**src/rtl/clkgen_programmer_if.sv**
```systemverilog
// Request/status bundle between a host and clkgen_programmer.
// It also carries the DCM_CLKGEN PROGEN/PROGDATA/PROGDONE/LOCKED pins.
interface clkgen_programmer_if;
   logic [7:0] mul_i;
   logic [7:0] div_i;
   logic       load_i;
   logic       dcm_progdone_i;
   logic       dcm_locked_i;
   logic       dcm_progen_o;
   logic       dcm_progdata_o;
   logic       busy_o;
   logic       done_o;
   logic       error_o;
   logic [7:0] mul_o;
   logic [7:0] div_o;

   modport master (
      output mul_i, div_i, load_i, dcm_progdone_i, dcm_locked_i,
      input  dcm_progen_o, dcm_progdata_o, busy_o, done_o, error_o, mul_o, div_o
   );

   modport slave (
      input  mul_i, div_i, load_i, dcm_progdone_i, dcm_locked_i,
      output dcm_progen_o, dcm_progdata_o, busy_o, done_o, error_o, mul_o, div_o
   );
endinterface

```
**src/rtl/clkgen_programmer.sv**
```systemverilog
// Serial programmer for the Xilinx DCM_CLKGEN: shifts D then M over PROGEN/PROGDATA,
// issues GO, and waits for PROGDONE while LOCKED is high (bounded by TIMEOUT).
module clkgen_programmer #(
   parameter int TIMEOUT = 65535
) (
   input  logic                 clk_i,
   input  logic                 reset_n_i,
   clkgen_programmer_if.slave   bus
);

   typedef enum logic [2:0] {
      IDLE, LOAD_D, GAP_D, LOAD_M, GAP_M, GO, WAIT_DONE, FINISH
   } state_t;

   localparam logic [15:0] TMO_LAST = 16'(TIMEOUT - 1);

   state_t      state_q, state_d;
   logic [3:0]  bit_cnt_q, bit_cnt_d;
   logic [15:0] tmo_cnt_q, tmo_cnt_d;
   logic [7:0]  mul_lat_q, mul_lat_d;
   logic [7:0]  div_lat_q, div_lat_d;
   logic        progen_q, progen_d;
   logic        progdata_q, progdata_d;
   logic        busy_q, busy_d;
   logic        done_q, done_d;
   logic        error_q, error_d;
   logic [7:0]  mul_out_q, mul_out_d;
   logic [7:0]  div_out_q, div_out_d;
   logic [9:0]  d_frame;
   logic [9:0]  m_frame;

   // Each 10-bit word is sent bit 0 first: a two-bit command prefix, then the value LSB first.
   assign d_frame = {div_lat_q, 2'b01};
   assign m_frame = {mul_lat_q, 2'b11};

   always_comb begin
      state_d    = state_q;
      bit_cnt_d  = bit_cnt_q;
      tmo_cnt_d  = tmo_cnt_q;
      mul_lat_d  = mul_lat_q;
      div_lat_d  = div_lat_q;
      progen_d   = 1'b0;
      progdata_d = 1'b0;
      busy_d     = busy_q;
      done_d     = 1'b0;
      error_d    = error_q;
      mul_out_d  = mul_out_q;
      div_out_d  = div_out_q;

      case (state_q)
         IDLE: begin
            bit_cnt_d = '0;
            tmo_cnt_d = '0;
            if (bus.load_i) begin
               if (bus.mul_i != 8'd0) begin
                  mul_lat_d = bus.mul_i;
                  div_lat_d = bus.div_i;
                  error_d   = 1'b0;
                  busy_d    = 1'b1;
                  state_d   = LOAD_D;
               end else begin
                  error_d   = 1'b1;
               end
            end
         end
         LOAD_D: begin
            progen_d   = 1'b1;
            progdata_d = d_frame[bit_cnt_q];
            if (bit_cnt_q == 4'd9) begin
               bit_cnt_d = '0;
               state_d   = GAP_D;
            end else begin
               bit_cnt_d = bit_cnt_q + 4'd1;
            end
         end
         GAP_D: begin
            if (bit_cnt_q == 4'd1) begin
               bit_cnt_d = '0;
               state_d   = LOAD_M;
            end else begin
               bit_cnt_d = bit_cnt_q + 4'd1;
            end
         end
         LOAD_M: begin
            progen_d   = 1'b1;
            progdata_d = m_frame[bit_cnt_q];
            if (bit_cnt_q == 4'd9) begin
               bit_cnt_d = '0;
               state_d   = GAP_M;
            end else begin
               bit_cnt_d = bit_cnt_q + 4'd1;
            end
         end
         GAP_M: begin
            if (bit_cnt_q == 4'd1) begin
               bit_cnt_d = '0;
               state_d   = GO;
            end else begin
               bit_cnt_d = bit_cnt_q + 4'd1;
            end
         end
         GO: begin
            progen_d  = 1'b1;
            tmo_cnt_d = '0;
            state_d   = WAIT_DONE;
         end
         // Success results are registered on the way into FINISH so done_o lines up with it.
         WAIT_DONE: begin
            if (bus.dcm_progdone_i && bus.dcm_locked_i) begin
               done_d    = 1'b1;
               busy_d    = 1'b0;
               mul_out_d = mul_lat_q;
               div_out_d = div_lat_q;
               state_d   = FINISH;
            end else if (tmo_cnt_q == TMO_LAST) begin
               error_d   = 1'b1;
               busy_d    = 1'b0;
               tmo_cnt_d = '0;
               state_d   = IDLE;
            end else begin
               tmo_cnt_d = tmo_cnt_q + 16'd1;
            end
         end
         FINISH: begin
            state_d = IDLE;
         end
         default: begin
            state_d = IDLE;
         end
      endcase
   end

   always_ff @(posedge clk_i or negedge reset_n_i) begin
      if (!reset_n_i) begin
         state_q    <= IDLE;
         bit_cnt_q  <= '0;
         tmo_cnt_q  <= '0;
         mul_lat_q  <= 8'd1;
         div_lat_q  <= 8'd0;
         progen_q   <= 1'b0;
         progdata_q <= 1'b0;
         busy_q     <= 1'b0;
         done_q     <= 1'b0;
         error_q    <= 1'b0;
         mul_out_q  <= 8'd1;
         div_out_q  <= 8'd0;
      end else begin
         state_q    <= state_d;
         bit_cnt_q  <= bit_cnt_d;
         tmo_cnt_q  <= tmo_cnt_d;
         mul_lat_q  <= mul_lat_d;
         div_lat_q  <= div_lat_d;
         progen_q   <= progen_d;
         progdata_q <= progdata_d;
         busy_q     <= busy_d;
         done_q     <= done_d;
         error_q    <= error_d;
         mul_out_q  <= mul_out_d;
         div_out_q  <= div_out_d;
      end
   end

   assign bus.dcm_progen_o   = progen_q;
   assign bus.dcm_progdata_o = progdata_q;
   assign bus.busy_o         = busy_q;
   assign bus.done_o         = done_q;
   assign bus.error_o        = error_q;
   assign bus.mul_o          = mul_out_q;
   assign bus.div_o          = div_out_q;

endmodule

```
**src/flat_wrapper.sv**
```systemverilog
// flat-port wrapper written by rule: the top's interface ports become plain ports
module clkgen_programmer_flat 
#(
   parameter int TIMEOUT = 65535
)
  (clk_i, reset_n_i, bus_mul_i, bus_div_i, bus_load_i, bus_dcm_progdone_i, bus_dcm_locked_i, bus_dcm_progen_o, bus_dcm_progdata_o, bus_busy_o, bus_done_o, bus_error_o, bus_mul_o, bus_div_o);
  clkgen_programmer_if bus_i ();
  input  logic clk_i;
  input  logic reset_n_i;
  input wire logic [$bits(bus_i.mul_i)-1:0] bus_mul_i;
  input wire logic [$bits(bus_i.div_i)-1:0] bus_div_i;
  input wire logic [$bits(bus_i.load_i)-1:0] bus_load_i;
  input wire logic [$bits(bus_i.dcm_progdone_i)-1:0] bus_dcm_progdone_i;
  input wire logic [$bits(bus_i.dcm_locked_i)-1:0] bus_dcm_locked_i;
  output wire logic [$bits(bus_i.dcm_progen_o)-1:0] bus_dcm_progen_o;
  output wire logic [$bits(bus_i.dcm_progdata_o)-1:0] bus_dcm_progdata_o;
  output wire logic [$bits(bus_i.busy_o)-1:0] bus_busy_o;
  output wire logic [$bits(bus_i.done_o)-1:0] bus_done_o;
  output wire logic [$bits(bus_i.error_o)-1:0] bus_error_o;
  output wire logic [$bits(bus_i.mul_o)-1:0] bus_mul_o;
  output wire logic [$bits(bus_i.div_o)-1:0] bus_div_o;
  assign bus_i.mul_i = bus_mul_i;
  assign bus_i.div_i = bus_div_i;
  assign bus_i.load_i = bus_load_i;
  assign bus_i.dcm_progdone_i = bus_dcm_progdone_i;
  assign bus_i.dcm_locked_i = bus_dcm_locked_i;
  assign bus_dcm_progen_o = bus_i.dcm_progen_o;
  assign bus_dcm_progdata_o = bus_i.dcm_progdata_o;
  assign bus_busy_o = bus_i.busy_o;
  assign bus_done_o = bus_i.done_o;
  assign bus_error_o = bus_i.error_o;
  assign bus_mul_o = bus_i.mul_o;
  assign bus_div_o = bus_i.div_o;
  clkgen_programmer #(.TIMEOUT(TIMEOUT)) u_core (.clk_i(clk_i), .reset_n_i(reset_n_i), .bus(bus_i));
endmodule
```
**config.mk**
```make
export PLATFORM = sky130hd
export DESIGN_NAME = clkgen_programmer_flat
export DESIGN_NICKNAME = d
export VERILOG_FILES = /design/src/rtl/clkgen_programmer_if.sv /design/src/rtl/clkgen_programmer.sv /design/src/flat_wrapper.sv
export SDC_FILE = /design/constraint.sdc
export NUM_CORES = 1
export LEC_CHECK = 0
export CAP_MARGIN = 20
export CORE_MARGIN = 2
export CORE_UTILIZATION = 54
export DETAILED_ROUTE_END_ITERATION = 7
export GPL_TIMING_DRIVEN = 0
export PLACE_DENSITY = 0.87
export SYNTH_ARGS = -nofsm -noshare
export SYNTH_HDL_FRONTEND = slang
export SYNTH_SLANG_ARGS = --single-unit
```
**constraint.sdc**
```tcl
create_clock -name clk_i -period 2 [get_ports clk_i]
set_input_delay 0.6 -clock clk_i [delete_from_list [all_inputs] [get_ports clk_i]]
set_output_delay 0.6 -clock clk_i [all_outputs]
set_load 0.005 [all_outputs]
```
# Yosys cells after proc, flatten, opt, wreduce, memory -nomap -nowiden
# Index checks and enable logic that the tools add are counted.
[op_classes]
n_addsub = 2
n_lt_le_gt_ge = 1
eq_ne = 19
mux = 33
reduce_logical = 16
[ops]
columns = ["op", "n"]
rows = [
  ["$mux 16", 2],
  ["$pmux 16 s2", 1],
  ["$mux 3", 8],
  ["$pmux 3 s8", 1],
  ["$add 16x1->16 const B", 1],
  ["$eq 16x16->1 const B", 1],
  ["$mux 1", 13],
  ["$eq 3x3->1 const B", 4],
  ["$ne 2x1->1 const B", 6],
  ["$pmux 4 s3", 1],
  ["$bmux 1 s4", 2],
  ["$mux 4", 2],
  ["$reduce_and 4->1", 2],
  ["$reduce_bool 8->1", 1],
  ["$reduce_and 7->1", 1],
  ["$eq 3x2->1 const B", 2],
  ["$pmux 1 s2", 3],
  ["$reduce_or 2->1", 3],
  ["$lt 4x5->1 const B", 1],
  ["$add 4x1->4 const B", 1],
  ["$eq 4x1->1 const B", 1],
  ["$eq 4x4->1 const B", 1],
  ["$ne 2x2->1 const B", 2],
  ["$reduce_and 2->1", 2],
  ["8 further kinds", 9],
]
[word_totals]
ff_bits = 60
inputBits = 21
out_inout_bits = 21
word_cells = 83

# Depth between registers and ports, before layout
[depth]
word_depth = 4
mapped_depth = 8
ltp_nobuf = 7

# Worst setup path before layout
# Ideal clock, no wire load.
[synth_path]
path_type = "in2reg"
from = "in bus_mul_i[1]"
to = "reg u_core.div_lat_q[1]"
setup_time_ns = 0.125
t_arrival_ns = 1.690
required_ns = 1.875
path_slack_ns = 0.185
path_stages = 6
cell_sequence = "nor4_1 > nand2_1 > and3_1 > buf_6 > buf_6 > mux2_4"
[synth_between]
elab_chain_cells = 2
[synth_rtl]
columns = ["element", "line", "source"]
rows = [
  ["start: declaration", "flat_wrapper.sv:10", "input wire logic [$bits(bus_i.mul_i)-1:0] bus_mul_i;"],
  ["$reduce_bool 8->1", "clkgen_programmer.sv:55", "if (bus.mul_i != 8'd0) begin"],
  ["$reduce_and 3->1 (no line)", "-", ""],
  ["end signal: assignment", "clkgen_programmer.sv:152", "div_lat_q <= div_lat_d;"],
  ["end: declaration", "clkgen_programmer.sv:21", "logic [7:0] div_lat_q, div_lat_d;"],
]
# No other way between the ends.
# A chain may end at the register's enable or synchronous reset.

# Final worst setup path
[layout_path]
from = "in bus_dcm_locked_i"
to = "reg u_core.state_q[2]"
[layout_between]
elab_chain_cells = 3
[layout_rtl]
columns = ["element", "line", "source"]
rows = [
  ["start: declaration", "flat_wrapper.sv:14", "input wire logic [$bits(bus_i.dcm_locked_i)-1:0] bus_dcm_locked_i;"],
  ["$logic_and 1x1->1 *", "clkgen_programmer.sv:109", "if (bus.dcm_progdone_i && bus.dcm_locked_i) begin"],
  ["$ne 3x1->1 (no line) or $mux 3 (tied branches)", "-", ""],
  ["$reduce_and 7->1 (no line) or $pmux 3 s8 (tied branches)", "-", ""],
  ["end signal: assignment", "clkgen_programmer.sv:148", "state_q <= state_d;"],
  ["end: declaration", "clkgen_programmer.sv:17", "state_t state_q, state_d;"],
]
# Every way passes the cells marked *; elsewhere a longest branch is shown, timed or not.

==> qor.txt <==
met3 wire length: 381 µm
GPL Wtd Cong: 0.808
Mapped Nets: 276
outcome: finished clean
P_leak: 1.60 nW
Iter 0 DRT Violations: 166
measured slew at the worst slew-check pin: 786 ps
Pins Over Slew Limit: 0
R2R Setup Slk: 150 ps
largest net degree at the start of global routing: 36
Max Fclk: 511 MHz
Num CTS Buffers: 9
grt ovf: 0
Tot GR Track Use: 22.9%
core area: 5200 µm²
hold buffer count at cts: 0
max-cap violations: 0
Top FF cell, synth: dfrtp_1
DR top layer: met4
met2 WL: 2910 µm
multi-input logic area: 1360 µm²
root buffer cell: clkbuf_8
Synth Register Bits: 60
final setup margin: 43.1 ps
CTS sink count: 60
chip width: 78.0 µm
time the worst path needs with I/O delays and setup: 1960 ps
Slew headroom: 47.6%
Hold Path Class: input pin to asynchronous set/reset pin
Worst Path Required: 2240 ps
Final Cycle Share: 97.8%
DR vias: 2212
Rows: 26
Post-Syn Area: 2960 µm²
Post-Synthesis Cells: 251
Clk pin slew, worst setup/hold paths: 70 ps
Setup WS pre-CTS: -484 ps
cell with the most instances after synthesis: dfrtp_1
TritonCTS clock tree: yes
top cells by area, synth: dfrtp_1, mux2_2, o21ai_0, nand2_1, buf_6
Util after Layout: 70.2%
Yosys top cell area share: 49.1%
endpoints failing setup: 0
CP Capture Type: flip-flop
Ports: 42
final setup TNS: 0 ps
register area share after synthesis: 50.9%
crit-path max FO: 8
WS Path Type: input pin to flip-flop
IO buf count: 41
RR Endpoint: u_core.bus.mul_o[7]$_DFFE_PN0P_
DRC Markers: 0
Avg Inst Size Synth: 11.8 µm²
H-Tree Depth: 3
CTS Buffer Depth: 2
dpl hpwl: 4280 µm
Post-Route WL: 6140 µm
M1 WL: 2780 µm
Initial Util: 56.8%
WP data arrival: 2200 ps
first-pass GRT wire length: 10800 µm
Netlist cell types: 54
top cells by count, synth: dfrtp_1, mux2_2, nand2_1
Post-synth EDFFs: 0
ANT cells: 0
Final Power: 4.70 mW
initial antenna violation count: 0
Setup Skew: 11.9 ps
Post-layout nets: 330
register area: 1510 µm²
Post-DRT Antenna Nets: 0
Vias/cell: 5.84
clk_lat worst skew: 350 ps
Pre-antenna DRT Iters: 4
Post-synth ARST share: 100%
synthesis warning total: 0
P&R area growth vs syn: 23.5%
VDD IR-drop max: 841 µV
Final Hold Viols: 0
reg-to-reg critical path startpoint: u_core.state_q[0]$_DFFE_PN0P_
FILL cells: 387
area leader, netlist: dfrtp_1
Startpoint Class: input pin
FF-to-FF path depth: 6
share of layout cells above drive strength 1: 25.6%
vias in the first global route: 2198
die height: 78.0 µm
pwr/cell area: 1290 nW/µm²
die area: 6080 µm²
DR WL/cell: 16.2 µm
## through the flow
stage | cell area (µm²) | hold slack, ps | instances
5_1_grt | 3650 | 369 | 379
3_5_place_dp | 3470 | 495 | 363
4_1_cts | 3640 | 359 | 379
3_3_place_gp | 3450 | 489 | 362
6_report | 3650 | 335 | 379
2_1_floorplan | 2960 | 304 | 251
## layout make-up
type	instances	area share, %
clock inverters	3	0.411
repair buffers	44	12.3
flip-flops and latches	60	41.2
inverters	8	0.822
clock buffers	12	3.70
multi-input cells	173	37.3
plain buffers	9	1.92
well taps	70	2.40
## how the worst max path moves through the flow
stage                                          from                                end  slack, ps  cells after the start
floorplan                              bus_mul_i[1]    u_core.div_lat_q[1]$_DFFE_PN0P_        180                      6
global placement                          reset_n_i  u_core.bus.dcm_progen_o$_DFF_PN0_      -1510                      1
detailed placement                     bus_mul_i[1]    u_core.div_lat_q[1]$_DFFE_PN0P_       -480                      7
CTS                 u_core.bit_cnt_q[1]$_DFFE_PN0P_    u_core.bit_cnt_q[2]$_DFFE_PN0P_         30                      7
global route        u_core.bus.mul_o[0]$_DFFE_PN1P_                       bus_mul_o[0]        -10                      1
finish                             bus_dcm_locked_i      u_core.state_q[2]$_DFFE_PN0P_         40                      6
## routing by layer
metal | GRT usage, % | vias up
li1 | - | 1041
met1 | 31.1 | 1086
met2 | 34.8 | 80
met3 | 5.23 | 5
met4 | 11.2 | 0
met5 | 0 | -
## cell families (layout without fill, tap and decap cells)
family / Yosys count / after routing / synth area share (%)
muxes: 37 / 37 / 15.1
buffers and inverters: 18 / 76 / 3.77
xor gates and xnor gates: 5 / 5 / 1.48
DFF: 60 / 60 / 50.9
and+or+nand+nor: 76 / 76 / 14.6
adders and majority gates: 4 / 4 / 1.69
AOI/OAI and AO/OA: 51 / 51 / 12.5
## what timing repair did
item                                    in CTS  in global routing
buffers inserted                             2                  0
pin swaps                                    3                  4
resized for setup                            5                  7
endpoints found under the setup margin      12                 16
## worst max-delay path, stage by stage
cell and delay (ps):
clkdlybuf4s50_1 490, a21oi_1 80, a211o_4 390, and2_4 180
a32o_1 200, a32o_1 250
## registers in the layout, summed over array words and instances, names as in the netlist
name and flops:
u_core.tmo_cnt_q 16, u_core.state_q 3, u_core.bus.done_o 1, u_core.bus.mul_o 8
u_core.mul_lat_q 8, u_core.bus.div_o 8, u_core.bus.error_o 1, u_core.bus.dcm_progdata_o 1
u_core.bus.busy_o 1, u_core.div_lat_q 8, u_core.bus.dcm_progen_o 1, u_core.bit_cnt_q 4
## placed cells by master (no fill, tap or decap), types with 5 or more instances in the layout
| master | n |
|---|---|
| clkbuf_8 | 9 |
| clkdlybuf4s50_1 | 34 |
| nand4_1 | 8 |
| xor2_1 | 5 |
| inv_1 | 7 |
| nand3_1 | 8 |
| a21oi_1 | 11 |
| o21ai_0 | 11 |
| dfrtp_1 | 57 |
| and3_1 | 6 |
| nor2_1 | 15 |
| mux2_2 | 32 |
| nand2_1 | 15 |
| clkbuf_1 | 5 |
## power by group
group | leakage, nW | internal, mW | switching [mW]
combinational | 0.748 | 1.04 | 0.877
sequential | 0.772 | 1.62 | 0.277
clock | 0.0800 | 0.436 | 0.448
Power figures use the tool's default switching activity.
